==> src/rtl/hid_uart_tx_sched_if.sv <==
// Byte-stream requester bus and UART start/busy handshake shared by
// hid_uart_tx_sched (master side) and the requesters/UART (slave side).
interface hid_uart_tx_sched_if #(
  parameter int NREQ = 2
);
  logic [NREQ-1:0]   req_valid;
  logic [8*NREQ-1:0] req_data;
  logic [NREQ-1:0]   req_last;
  logic [NREQ-1:0]   req_ready;
  logic              uart_rts;
  logic              is_trans;
  logic              transmit;
  logic [7:0]        tx_byte;

  modport master (
    input  req_valid, req_data, req_last, uart_rts, is_trans,
    output req_ready, transmit, tx_byte
  );

  modport slave (
    output req_valid, req_data, req_last, uart_rts, is_trans,
    input  req_ready, transmit, tx_byte
  );
endinterface

==> src/rtl/hid_uart_tx_sched.sv <==
// Shares one HID UART transmitter between NREQ byte-stream requesters.
// Round-robin grant with packet lock until 'last', uart_rts flow control,
// optional inter-byte gap and a watchdog that breaks stalled packets.
module hid_uart_tx_sched #(
  parameter int NREQ       = 2,
  parameter int GAP_CYCLES = 0,
  parameter int TIMEOUT    = 65535
) (
  input  logic                clk_i,
  input  logic                rst,
  hid_uart_tx_sched_if.master bus,
  output logic [2:0]          grant_idx,
  output logic                locked,
  output logic                busy,
  output logic                timeout_err
);

  localparam int              GW        = (GAP_CYCLES > 0) ? $clog2(GAP_CYCLES + 1) : 1;
  localparam logic [GW-1:0]   GAP_LOAD  = GW'(GAP_CYCLES);
  localparam logic [GW-1:0]   GAP_ONE   = GW'(1);
  localparam logic [16:0]     WDOG_LAST = 17'(TIMEOUT - 1);
  localparam logic [2:0]      GRANT_RST = 3'(NREQ - 1);

  typedef enum logic [2:0] {
    ST_IDLE  = 3'd0,
    ST_SEL   = 3'd1,
    ST_START = 3'd2,
    ST_ARM   = 3'd3,
    ST_BUSY  = 3'd4,
    ST_GAP   = 3'd5
  } state_t;

  state_t          r_state;
  state_t          w_state_nxt;
  logic [2:0]      r_sel;
  logic [2:0]      r_grant_idx;
  logic            r_locked;
  logic [7:0]      r_tx_byte;
  logic            r_transmit;
  logic            r_timeout_err;
  logic            r_busy;
  logic            r_arm_cnt;
  logic [16:0]     r_wdog;
  logic [GW-1:0]   r_gap_cnt;

  logic            w_sel_valid;
  logic            w_sel_last;
  logic [7:0]      w_sel_data;
  logic [2:0]      w_pick_hi;
  logic            w_hit_hi;
  logic [2:0]      w_pick_lo;
  logic [2:0]      w_pick;
  logic [NREQ-1:0] w_ready;
  logic            w_accept;
  logic            w_stall;
  logic            w_expire;
  state_t          w_after_byte;

  // Mux out the valid/last/data of the requester currently selected.
  always_comb begin
    w_sel_valid = 1'b0;
    w_sel_last  = 1'b0;
    w_sel_data  = 8'h00;
    for (int i = 0; i < NREQ; i++) begin
      w_sel_valid = (r_sel == 3'(i)) ? bus.req_valid[i]      : w_sel_valid;
      w_sel_last  = (r_sel == 3'(i)) ? bus.req_last[i]       : w_sel_last;
      w_sel_data  = (r_sel == 3'(i)) ? bus.req_data[8*i +: 8] : w_sel_data;
    end
  end

  // Round-robin pick: lowest valid index above the last grant, else lowest valid overall.
  always_comb begin
    w_pick_hi = 3'd0;
    w_hit_hi  = 1'b0;
    w_pick_lo = 3'd0;
    for (int i = NREQ - 1; i >= 0; i--) begin
      w_pick_hi = (bus.req_valid[i] && (3'(i) >  r_grant_idx)) ? 3'(i) : w_pick_hi;
      w_hit_hi  = (bus.req_valid[i] && (3'(i) >  r_grant_idx)) ? 1'b1  : w_hit_hi;
      w_pick_lo = (bus.req_valid[i] && (3'(i) <= r_grant_idx)) ? 3'(i) : w_pick_lo;
    end
    w_pick = w_hit_hi ? w_pick_hi : w_pick_lo;
  end

  // One-hot ready toward the selected requester; combinational on rts and its valid.
  always_comb begin
    w_ready = '0;
    for (int i = 0; i < NREQ; i++) begin
      w_ready[i] = (r_state == ST_SEL) && !bus.uart_rts && (r_sel == 3'(i)) && bus.req_valid[i];
    end
  end

  assign w_accept     = (r_state == ST_SEL) && !bus.uart_rts && w_sel_valid;
  assign w_stall      = (r_state == ST_SEL) && r_locked && !w_sel_valid && !bus.uart_rts;
  assign w_expire     = w_stall && (r_wdog == WDOG_LAST);
  assign w_after_byte = r_locked ? ST_SEL : ST_IDLE;

  // Next-state decode for the transmit sequencer.
  always_comb begin
    w_state_nxt = r_state;
    case (r_state)
      ST_IDLE: begin
        if (|bus.req_valid) begin
          w_state_nxt = ST_SEL;
        end else begin
          w_state_nxt = ST_IDLE;
        end
      end
      ST_SEL: begin
        if (w_accept) begin
          w_state_nxt = ST_START;
        end else if (!r_locked && !w_sel_valid) begin
          w_state_nxt = ST_IDLE;
        end else if (w_expire) begin
          w_state_nxt = ST_IDLE;
        end else begin
          w_state_nxt = ST_SEL;
        end
      end
      ST_START: w_state_nxt = ST_ARM;
      ST_ARM: begin
        // A UART that never raises is_trans is assumed done after two cycles.
        if (bus.is_trans || r_arm_cnt) begin
          w_state_nxt = ST_BUSY;
        end else begin
          w_state_nxt = ST_ARM;
        end
      end
      ST_BUSY: begin
        if (!bus.is_trans) begin
          w_state_nxt = (GAP_CYCLES > 0) ? ST_GAP : w_after_byte;
        end else begin
          w_state_nxt = ST_BUSY;
        end
      end
      ST_GAP: begin
        if (r_gap_cnt == GAP_ONE) begin
          w_state_nxt = w_after_byte;
        end else begin
          w_state_nxt = ST_GAP;
        end
      end
      default: w_state_nxt = ST_IDLE;
    endcase
  end

  // State register plus registered busy flag.
  always_ff @(posedge clk_i) begin
    if (rst) begin
      r_state <= ST_IDLE;
      r_busy  <= 1'b0;
    end else begin
      r_state <= w_state_nxt;
      r_busy  <= (w_state_nxt != ST_IDLE);
    end
  end

  // Datapath: byte capture, grant/lock tracking, pulses, watchdog and pacing counters.
  always_ff @(posedge clk_i) begin
    if (rst) begin
      r_sel         <= GRANT_RST;
      r_grant_idx   <= GRANT_RST;
      r_locked      <= 1'b0;
      r_tx_byte     <= 8'h00;
      r_transmit    <= 1'b0;
      r_timeout_err <= 1'b0;
      r_arm_cnt     <= 1'b0;
      r_wdog        <= 17'd0;
      r_gap_cnt     <= '0;
    end else begin
      r_transmit    <= 1'b0;
      r_timeout_err <= 1'b0;
      case (r_state)
        ST_IDLE: r_sel <= w_pick;
        ST_SEL: begin
          if (w_accept) begin
            r_tx_byte   <= w_sel_data;
            r_grant_idx <= r_sel;
            r_locked    <= ~w_sel_last;
            r_wdog      <= 17'd0;
            r_transmit  <= 1'b1;
          end else if (w_expire) begin
            r_locked      <= 1'b0;
            r_timeout_err <= 1'b1;
            r_wdog        <= 17'd0;
          end else if (w_stall) begin
            r_wdog <= r_wdog + 17'd1;
          end
        end
        ST_START: r_arm_cnt <= 1'b0;
        ST_ARM:   r_arm_cnt <= 1'b1;
        ST_BUSY: begin
          if (!bus.is_trans) begin
            r_gap_cnt <= GAP_LOAD;
          end
        end
        ST_GAP: begin
          if (r_gap_cnt != '0) begin
            r_gap_cnt <= r_gap_cnt - GAP_ONE;
          end
        end
        default: r_arm_cnt <= 1'b0;
      endcase
    end
  end

  assign bus.req_ready = w_ready;
  assign bus.transmit  = r_transmit;
  assign bus.tx_byte   = r_tx_byte;
  assign grant_idx     = r_grant_idx;
  assign locked        = r_locked;
  assign busy          = r_busy;
  assign timeout_err   = r_timeout_err;

endmodule

==> src/flat_wrapper.sv <==
// flat-port wrapper written by rule: the top's interface ports become plain ports
module hid_uart_tx_sched_flat 
#(
  parameter int NREQ       = 2,
  parameter int GAP_CYCLES = 0,
  parameter int TIMEOUT    = 65535
)
  (clk_i, rst, grant_idx, locked, busy, timeout_err, bus_req_valid, bus_req_data, bus_req_last, bus_uart_rts, bus_is_trans, bus_req_ready, bus_transmit, bus_tx_byte);
  hid_uart_tx_sched_if #(.NREQ(NREQ)) bus_i ();
  input  logic clk_i;
  input  logic rst;
  output logic [2:0] grant_idx;
  output logic locked;
  output logic busy;
  output logic timeout_err;
  input wire logic [$bits(bus_i.req_valid)-1:0] bus_req_valid;
  input wire logic [$bits(bus_i.req_data)-1:0] bus_req_data;
  input wire logic [$bits(bus_i.req_last)-1:0] bus_req_last;
  input wire logic [$bits(bus_i.uart_rts)-1:0] bus_uart_rts;
  input wire logic [$bits(bus_i.is_trans)-1:0] bus_is_trans;
  output wire logic [$bits(bus_i.req_ready)-1:0] bus_req_ready;
  output wire logic [$bits(bus_i.transmit)-1:0] bus_transmit;
  output wire logic [$bits(bus_i.tx_byte)-1:0] bus_tx_byte;
  assign bus_i.req_valid = bus_req_valid;
  assign bus_i.req_data = bus_req_data;
  assign bus_i.req_last = bus_req_last;
  assign bus_i.uart_rts = bus_uart_rts;
  assign bus_i.is_trans = bus_is_trans;
  assign bus_req_ready = bus_i.req_ready;
  assign bus_transmit = bus_i.transmit;
  assign bus_tx_byte = bus_i.tx_byte;
  hid_uart_tx_sched #(.NREQ(NREQ), .GAP_CYCLES(GAP_CYCLES), .TIMEOUT(TIMEOUT)) u_core (.clk_i(clk_i), .rst(rst), .bus(bus_i), .grant_idx(grant_idx), .locked(locked), .busy(busy), .timeout_err(timeout_err));
endmodule
==> config.mk <==
export PLATFORM = sky130hd
export DESIGN_NAME = hid_uart_tx_sched_flat
export DESIGN_NICKNAME = d
export VERILOG_FILES = /design/src/rtl/hid_uart_tx_sched_if.sv /design/src/rtl/hid_uart_tx_sched.sv /design/src/flat_wrapper.sv
export SDC_FILE = /design/constraint.sdc
export NUM_CORES = 1
export LEC_CHECK = 0
export ABC_AREA = 0
export CAP_MARGIN = 0
export CORE_UTILIZATION = 50
export DETAILED_ROUTE_END_ITERATION = 6
export DONT_BUFFER_PORTS = 1
export SYNTH_ARGS = -nofsm -noshare
export SYNTH_HDL_FRONTEND = slang
export SYNTH_SLANG_ARGS = --single-unit
export TNS_END_PERCENT = 50
==> constraint.sdc <==
create_clock -name clk_i -period 2.2 [get_ports clk_i]
set_input_delay 0.44 -clock clk_i [delete_from_list [all_inputs] [get_ports clk_i]]
set_output_delay 0.44 -clock clk_i [all_outputs]
set_load 0.05 [all_outputs]
==> flow_summary_export.csv <==
group,metric,value,unit
clock_tree,path_clk_slew,0.10,ns
routing,vias,1397,
clock_tree,cts_tree,"done",
worst_setup_path,critPathArrivalTime,1.67,ns
sta,fmax,473,MHz
die,rows,21,
logic_synthesis,syn_area_per_cell,8.86,µm²
sta,relSlewSlack,0.605,
global_routing,grt_use_total,0.205,
hold_path,hold_depth,1,
global_routing,overflow,0,
worst_setup_path,cp-start-kind,"register",
die,pin_count,41,
global_routing,grt_pass1_vias,1263,
logic_synthesis,ys_warn_count,0,
worst_setup_path,required,1.76,ns
global_routing,grt_max_degree,24,
routing,finalWirelength,3480,µm
worst_setup_path,critPathMaxFanout,10,
routing,antenna_left,0,
clock_tree,clock_latency,0.33,ns
die,die_y,61.7,µm
sta,setup_viol,0,
clock_tree,cts_buffers,5,
worst_setup_path,crit_type,"register to output pin",
layout,drive_gt1_frac,0.132,
sta,tns,0,ns
die,die_area,3810,µm²
sta,tightest_slew,0.586,ns
sta,hold_viol,0,
clock_tree,clock_path_buffers,2,
power,leakage,0.708,nW
global_routing,grt_pass1_wl,5630,µm
run_status,status,"completed",
layout,stdcell_count,251,
logic_synthesis,synth-edff-count,0,
layout,fin_nets,230,
place,io_buffers,0,
routing,drcViolationCount,0,
layout,final_common_cell,"dfxtp_1",
power,power,1.19,mW
place,dp_hpwl,2610,µm
layout,postLayoutCoreUtil,0.565,
worst_setup_path,r2r_cells,5,
sta,skew,0.00549,ns
sta,slew_viol_final,0,
die,die_x,61.7,µm
routing,wl_per_cell,13.9,µm
die,core,3360,µm²
layout,n_antenna_cell,0,
place,placed_area,1820,µm²
layout,most-common-layout-cells,"dfxtp_1, nor2_1, nand2_1",
logic_synthesis,async_flop_share,0,
logic_synthesis,yosys_most_used_dff,"dfxtp_1",
clock_tree,clockRootBuffer,"clkbuf_4",
global_routing,antenna_found_initial,0,
power,vdd_drop_max,0.382,mV
layout,stdcell_area,1900,µm²
clock_tree,htreeDepth,2,
sta,period_share,0.961,
sta,finalCriticalPeriod,2.11,ns
sta,rsz0062_at_grt,"no",
power,powerDensity,628,nW/µm²
hold_path,min_path_type,"primary input to register",
logic_synthesis,yosysUniqueCellTypes,49,
worst_setup_path,end_kind,"output pin",
logic_synthesis,syn_area,1780,µm²
die,initial_utilization,0.530,
logic_synthesis,synth.yosys.seq_area_share,0.393,
logic_synthesis,ys_seq_elements,35,
routing,dr.first_iter.drc_count,48,
clock_tree,cts.sinks,35,
logic_synthesis,synthCells,201,
layout,syn_to_final_growth,6.60,%
place,gp_congestion,0.780,
routing,vias_per_cell,5.57,
job,cap_violations,0,
routing,firstDrtPassIters,4,
place,dp_cells,242,
==> metrics by stage <==
stage,setup WS [ns],hold WS [ns]
finish,0.0859,0.161
global route,0.0166,0.137
CTS,0.00418,0.146
detailed placement,0.293,0.507
global placement,0.310,0.485
floorplan,0.0505,0.468
==> area by class of cell <==
type	count	area, µm²
inverters	5	18.8
clock buffers	7	45.0
fillers	337	1460
repair buffers	6	48.8
clock inverters	1	5.00
multi-input cells	151	1010
well taps	46	57.6
flip-flops and latches	35	709
==> Yosys cell counts (3+ instances only) <==
| cell | instances | area (µm²) |
|---|---|---|
| dfxtp_1 | 35 | 701 |
| nor2_1 | 29 | 109 |
| nand2_1 | 16 | 60.1 |
| a21oi_1 | 9 | 45.0 |
| mux2i_1 | 9 | 90.1 |
| a211oi_1 | 8 | 60.1 |
| nand3_1 | 7 | 35.0 |
| nand4_1 | 6 | 37.5 |
| nor3_1 | 6 | 30.0 |
| o21ai_0 | 6 | 30.0 |
| xnor2_1 | 6 | 52.6 |
| xor2_1 | 6 | 52.6 |
| inv_1 | 5 | 18.8 |
| clkbuf_1 | 4 | 15.0 |
| nor2b_1 | 4 | 25.0 |
| or3_1 | 4 | 25.0 |
| buf_4 | 3 | 22.5 |
==> cell families after synthesis <==
kind of cell             count (synthesis)  share of synthesized area
AND/OR/NAND/NOR                         90                      0.294
XOR/XNOR                                12                     0.0590
other                                    1                    0.00210
AO/OA/AOI/OAI                           34                      0.127
multiplexers                            11                     0.0646
flip-flops                              35                      0.393
buffers and inverters                   16                     0.0456
adder cells (fa/ha/maj)                  2                     0.0140
==> power breakdown <==
part	total, mW	leakage [nW]	switching, mW	internal, mW
Sequential	0.722	0.285	0.0689	0.653
Clock	0.326	0.0293	0.202	0.124
Combinational	0.145	0.393	0.0805	0.0645
Total	1.19	0.708	0.351	0.842
==> layer usage <==
layer	up-vias	GRT usage	share of wire
met5	-	0	0
met4	0	0.0667	0.011
met3	5	0.0745	0.055
met2	36	0.324	0.47
met1	641	0.262	0.47
li1	715	-	-
==> critical path, cell delays in order, from the launching register on <==
cell and delay [ns]:
dfxtp_4 0.39, or4b_4 0.56, nor3b_4 0.20, buf_6 0.18
==> registers in the layout, summed over array words and instances, names as in the netlist <==
signal               cells
u_core.r_wdog           17
u_core.r_state           3
u_core.busy              1
u_core.grant_idx         1
u_core.bus.transmit      1
u_core.r_sel             1
u_core.bus.tx_byte       8
u_core.locked            1
u_core.timeout_err       1
u_core.r_arm_cnt         1
==> path summary, 6_finish.rpt <==
path | start | to | slack (ns)
worst max-delay path | u_core.r_state[2]$_SDFF_PP0_ | bus_req_ready[0] | 0.09
worst min-delay path | rst | u_core.r_arm_cnt$_SDFFE_PP0N_ | 0.16
worst max register to register | u_core.r_wdog[10]$_SDFFE_PP0P_ | u_core.busy$_SDFF_PP0_ | 0.30
worst min register to register | u_core.r_wdog[11]$_SDFFE_PP0P_ | u_core.r_wdog[11]$_SDFFE_PP0P_ | 0.52
==> timing repair <==
| action | 4_1_cts | 5_1_grt |
|---|---|---|
| hold buffers | 0 | 0 |
| setup endpoints to repair | 1 | 1 |
| setup buffers | 0 | 1 |
| pin swaps | 0 | 2 |
| gates resized for setup | 4 | 3 |
No activity file was read; power rests on OpenSTA's default activity.
